===== src/rtl/sw_input_conditioner.sv =====
// Two-flop synchroniser, per-bit debounce counter and edge detector for raw slide switches.
// o_sw only changes after DEBOUNCE_CYCLES consecutive disagreeing samples at the second sync flop.
module sw_input_conditioner #(
   parameter int NUM_SW          = 32,
   parameter int DEBOUNCE_CYCLES = 1_000_000,
   parameter int CNT_W           = $clog2(DEBOUNCE_CYCLES + 1)
) (
   input  logic              i_clk,
   input  logic              i_reset,
   input  logic [NUM_SW-1:0] i_sw_raw,
   input  logic              i_changed_clr,
   output logic [NUM_SW-1:0] o_sw,
   output logic [NUM_SW-1:0] o_sw_rise,
   output logic [NUM_SW-1:0] o_sw_fall,
   output logic              o_changed
);

   localparam logic [CNT_W-1:0] CNT_TERM = CNT_W'(DEBOUNCE_CYCLES - 1);

   logic [NUM_SW-1:0] sync1_reg;
   logic [NUM_SW-1:0] sync2_reg;
   logic [NUM_SW-1:0] sw_reg;
   logic [NUM_SW-1:0] sw_next;
   logic [NUM_SW-1:0] rise_reg;
   logic [NUM_SW-1:0] rise_next;
   logic [NUM_SW-1:0] fall_reg;
   logic [NUM_SW-1:0] fall_next;
   logic              changed_reg;
   logic              changed_next;

   generate
      for (genvar gi = 0; gi < NUM_SW; gi++) begin : g_bit
         logic [CNT_W-1:0] cnt_reg;
         logic [CNT_W-1:0] cnt_next;
         logic             sw_bit_next;
         logic             rise_bit_next;
         logic             fall_bit_next;

         // Any sample agreeing with the accepted level throws away the partial count.
         always_comb begin
            cnt_next      = cnt_reg;
            sw_bit_next   = sw_reg[gi];
            rise_bit_next = 1'b0;
            fall_bit_next = 1'b0;
            if (sync2_reg[gi] == sw_reg[gi]) begin
               cnt_next = '0;
            end else if (cnt_reg == CNT_TERM) begin
               cnt_next      = '0;
               sw_bit_next   = sync2_reg[gi];
               rise_bit_next = sync2_reg[gi];
               fall_bit_next = ~sync2_reg[gi];
            end else begin
               cnt_next = cnt_reg + CNT_W'(1);
            end
         end

         always_ff @(posedge i_clk) begin
            if (!i_reset) begin
               cnt_reg <= '0;
            end else begin
               cnt_reg <= cnt_next;
            end
         end

         assign sw_next[gi]   = sw_bit_next;
         assign rise_next[gi] = rise_bit_next;
         assign fall_next[gi] = fall_bit_next;
      end
   endgenerate

   // A new pulse outranks a simultaneous clear so no change is ever lost.
   assign changed_next = (changed_reg & ~i_changed_clr) | (|rise_next) | (|fall_next);

   always_ff @(posedge i_clk) begin
      if (!i_reset) begin
         sync1_reg   <= '0;
         sync2_reg   <= '0;
         sw_reg      <= '0;
         rise_reg    <= '0;
         fall_reg    <= '0;
         changed_reg <= 1'b0;
      end else begin
         sync1_reg   <= i_sw_raw;
         sync2_reg   <= sync1_reg;
         sw_reg      <= sw_next;
         rise_reg    <= rise_next;
         fall_reg    <= fall_next;
         changed_reg <= changed_next;
      end
   end

   assign o_sw      = sw_reg;
   assign o_sw_rise = rise_reg;
   assign o_sw_fall = fall_reg;
   assign o_changed = changed_reg;

endmodule


===== config.mk =====
export PLATFORM = sky130hd
export DESIGN_NAME = sw_input_conditioner
export DESIGN_NICKNAME = d
export VERILOG_FILES = /design/src/rtl/sw_input_conditioner.sv
export SDC_FILE = /design/constraint.sdc
export NUM_CORES = 2
export LEC_CHECK = 0
export CAP_MARGIN = 30
export CORE_UTILIZATION = 32
export DETAILED_ROUTE_END_ITERATION = 10
export SKIP_LAST_GASP = 1
export SLEW_MARGIN = 40
export SYNTH_ARGS = -nofsm -noshare
export SYNTH_HDL_FRONTEND = slang
export SYNTH_SLANG_ARGS = --single-unit

===== constraint.sdc =====
create_clock -name i_clk -period 3.5 [get_ports i_clk]
set_input_delay 0.35 -clock i_clk [delete_from_list [all_inputs] [get_ports i_clk]]
set_output_delay 0.35 -clock i_clk [all_outputs]
set_load 0.01 [all_outputs]

# == After elaboration in Yosys (flattened, before gate mapping) ==
# Index checks and enable logic that the tools add are counted.
# classes
reduce_logical,66
n_bitwise,69
addsub,32
n_mux,128
eq_ne,64
# ops
op,count
"20-bit by 1-bit adder with 20-bit output, second input constant",32
"20-bit equality test, second input constant",32
1-bit 2-to-1 mux,128
3-bit OR reduction,32
1-bit NOT,66
2-bit AND reduction,32
32-bit OR reduction,2
1-bit equality test,32
1-bit OR,2
1-bit AND,1
# word_totals
elab_cells,428
register_bits,801
in_bits,35
output_inout_bits,97

# == Depth between registers and ports, before layout ==
# logic_depth
word_depth,6
ltp_mapped,9
mapped_depth_nobuf,8

# == Worst setup path after synthesis ==
# Ideal clock, no wire load.
# synth_timing
kind,register to register
start,register g_bit[15].cnt_reg[0]
end,register changed_reg (netlist: o_changed)
required_ns,3.360
period_less_slack_ns,2.015
path_stages_with_launch,10
setup_ns,0.140
setup_slack_ns,1.485
arrival_ns,1.874
n_path_buf,1
cell_sequence,dfxtp_1 > ha_1 > and3_1 > and3_1 > and4_1 > clkbuf_1 > a32o_1 > a221oi_1 > and3_1 > a41oi_2
# synth_via
elab_chain_len,6
word_cells_on_any_way,9
cone_classes,1 x eq/ne; 4 x mux; 2 x bitwise; 2 x reduce/logical
# synth_rtl
element,line_no,text
"start, declared",33,logic [CNT_W-1:0] cnt_reg;
"start signal, assigned",61,cnt_reg <= cnt_next;
20-bit equality test (*),47,end else if (cnt_reg == CNT_TERM) begin
1-bit 2-to-1 mux,47,
1-bit 2-to-1 mux,45,if (sync2_reg[gi] == sw_reg[gi]) begin
32-bit OR reduction,72,assign changed_next = (changed_reg & ~i_changed_clr) | (|rise_next) | (|fall_next);
1-bit OR,72,
1-bit OR (*),72,
"end signal, assigned",88,changed_reg <= changed_next;
"end, declared",28,logic changed_reg;
# Mark *: on every way between the ends. The rest lies on a longest branch, timed or not.
# A chain may end at the register's enable or synchronous reset.

# == Worst setup path after layout ==
# layout_timing
start,register g_bit[10].cnt_reg[0]
end,register changed_reg (netlist: o_changed)
# layout_via
elab_chain_len,6
word_cells_on_any_way,9
cone_classes,1 x eq/ne; 4 x mux; 2 x bitwise; 2 x reduce/logical
# layout_rtl
element,line_no
"start, declared",33
"start signal, assigned",61
20-bit equality test (*),47
1-bit 2-to-1 mux,47
1-bit 2-to-1 mux,45
32-bit OR reduction,72
1-bit OR,72
1-bit OR (*),72
# Marked as above.

==> flow_metrics.env <==
export IMPL_grt_max_degree=96
export IMPL_utilization_pct=38.4
export IMPL_gp_congestion=0.810
export IMPL_hold_class="input port to flip-flop"
export IMPL_wl_met2_microns=29300
export IMPL_insertion_delay_ns=0.65
export IMPL_wl_per_cell_microns=13.6
export IMPL_finClkSkew_ns=0.0239
export IMPL_maxCapViolCount=0
export IMPL_die_area_sq_um=103000
export IMPL_path_class="flip-flop to flip-flop"
export IMPL_grt_pass1_vias=22900
export IMPL_ys_seq_elements=801
export IMPL_synth_seq_area_share_pct=49.1
export IMPL_setup_tns_ns=0
export IMPL_cts_tree="done"
export IMPL_nNetsFinal=3888
export IMPL_postCtsSetupBuffers=0
export IMPL_hold_viol_final=0
export IMPL_fin_crit_ns=2.65
export IMPL_cts_sinks=801
export IMPL_async_flop_share_pct=0
export IMPL_die_h_microns=321
export IMPL_synth_cell_types=52
export IMPL_layout_commonest_cell="dfxtp_1"
export IMPL_wl_met1_microns=36400
export IMPL_arrival_ns=3.23
export IMPL_clk_pin_slew_ns=0.06
export IMPL_cts_resized=0
export IMPL_finalMaxSlewViolations=0
export IMPL_finalNonFillerCells=5252
export IMPL_peakVddDrop_uv=384
export IMPL_run_status="complete, no violations"
export IMPL_end_kind="flip-flop"
export IMPL_yosys_warnings=0
export IMPL_grt_use_total_pct=13.7
export IMPL_power_density_nw_per_um2=493
export IMPL_h_tree_depth=3
export IMPL_whs_path_depth=3
export IMPL_synth_fp_nets=3737
export IMPL_setup_viol=0
export IMPL_fin_ws_ns=0.847
export IMPL_netlist_area_sq_um=32700
export IMPL_clockRootBuffer="clkbuf_16"
export IMPL_die_w_microns=321
export IMPL_final_cell_mix="dfxtp_1 (801), nor2_1 (751), xor2_1 (359), nand2_1 (261), nand3_1 (250)"
export IMPL_wl_met3_microns=4240
export IMPL_slew_headroom_pct=34.1
export IMPL_syn_area_per_cell_sq_um=8.90
export IMPL_syn_inst=3670
export IMPL_fmax_ghz=0.377
export IMPL_pre_cts_ws_ns=0.851
export IMPL_synth_edf_count=0
export IMPL_drive_above_1_share_pct=4.85
export IMPL_crit_fanout=6
export IMPL_total_leakage_power_uw=0.0127
export IMPL_clockBufferDepth=3
export IMPL_gr_total_overflow=0
export IMPL_vias=24500
export IMPL_core_rowCount=116
export IMPL_dp_cells=5087
export IMPL_start_util_pct=32.5
export IMPL_cts_buffers=88
export IMPL_grt_pass1_wl_microns=117000
export IMPL_post_route_period_util_pct=75.8
export IMPL_grt_setup_unrepaired="false"
export IMPL_tightestPinTransition_ns=0.981
export IMPL_start_kind="flip-flop"
export IMPL_first_pass_iters=5
export IMPL_drtAntennaViolNets=0
export IMPL_io_buffers=131
export IMPL_drt_iter0_drc=1668
export IMPL_ctsHoldBuffers=0
export IMPL_drcViolationCount=0
export IMPL_totalWireLength_microns=71600
export IMPL_via_per_inst=4.67
export IMPL_antenna_found_initial=3
export IMPL_core_area_sq_um=101000
export IMPL_top_layer="met5"
export IMPL_synthFlopType="dfxtp_1"
export IMPL_syn2layout_area_growth_pct=18.2
export IMPL_dp_hpwl_microns=49800
export IMPL_ff2ff_path_depth=9
export IMPL_crit_required_ns=4.08
export IMPL_largest_reg_flops=640
export IMPL_num_io_pins=132
[layout make-up]
cell class / count / area [sq um]
Antenna cell: 2 / 5.00
Clock buffer: 123 / 2540
Clock inverter: 39 / 543
Fill cell: 10100 / 62000
Inverter: 75 / 282
Multi-Input combinational cell: 2700 / 16000
Sequential cell: 801 / 16000
Tap cell: 1357 / 1700
Timing Repair Buffer: 155 / 1520
[metrics by stage]
| step | hold slack [ns] | cell area, sq um | power (uW) |
|---|---|---|---|
| floorplan | 0.412 | 32700 | 9510 |
| global placement | 0.415 | 35500 | 9620 |
| detailed placement | 0.419 | 35500 | 9620 |
| CTS | 0.146 | 38600 | 19300 |
| global route | 0.183 | 38600 | 19700 |
| finish | 0.184 | 38600 | 19000 |
[routing by layer]
layer / vias up / track usage (%)
met5: - / 0
met1: 11400 / 19.4
li1: 12600 / -
met4: 4 / 4.15
met2: 380 / 20.4
met3: 114 / 3.48
[synth_stat cells (31+ instances only)]
library cell  count  share of area, %
xor2_1          359               9.6
nor4b_1          36              0.97
nand2_1         261               3.0
and4_1           31              0.83
nor2b_1          37              0.71
o21ai_0          61              0.93
nand4_1          92               1.8
and3_1          166               3.2
and2_1           75               1.4
a21oi_1          61              0.93
inv_1            75              0.86
xnor2_1         192               5.1
ha_1             32               1.2
dfxtp_1         801                49
nor3_1           54              0.83
nor2_1          751               8.6
nand3_1         250               3.8
clkbuf_1         68              0.78
or3_1            65               1.2
[worst max-delay path, cell delays in order, from the launching register on]
cell	delay [ns]
dfxtp_1	0.35
ha_1	0.21
nand2_1	0.09
or3_1	0.40
nor4_2	0.59
a32oi_1	0.32
nand4_1	0.25
nor3_1	0.08
buf_4	0.13
a41oi_2	0.17
[report_power, final]
group	internal (uW)	switching, uW	total [uW]
Combinational	82.1	137	219
Sequential	9160	35.8	9200
Clock	5710	3900	9610
[worst paths after layout]
kind                                            from             to  slack, ns
worst min register to register         sync1_reg[27]  sync2_reg[27]       0.43
worst min-delay path                         i_reset       o_sw[22]       0.18
worst max register to register  g_bit[10].cnt_reg[0]      o_changed       0.85
worst max-delay path            g_bit[10].cnt_reg[0]      o_changed       0.85
[kinds of logic (layout without fill, tap and decap cells)]
| group | after synthesis | count (layout) | share of synthesized area (%) |
|---|---|---|---|
| AOI/OAI and AO/OA | 159 | 159 | 2.86 |
| xor gates and xnor gates | 551 | 551 | 14.8 |
| adders and majority gates | 32 | 32 | 1.23 |
| buffers and inverters | 169 | 392 | 2.09 |
| DFF | 801 | 801 | 49.1 |
| muxes | 15 | 15 | 0.460 |
| other | 0 | 2 | 0 |
| and+or+nand+nor | 1943 | 1943 | 29.5 |
Power figures use the tool's default switching activity.
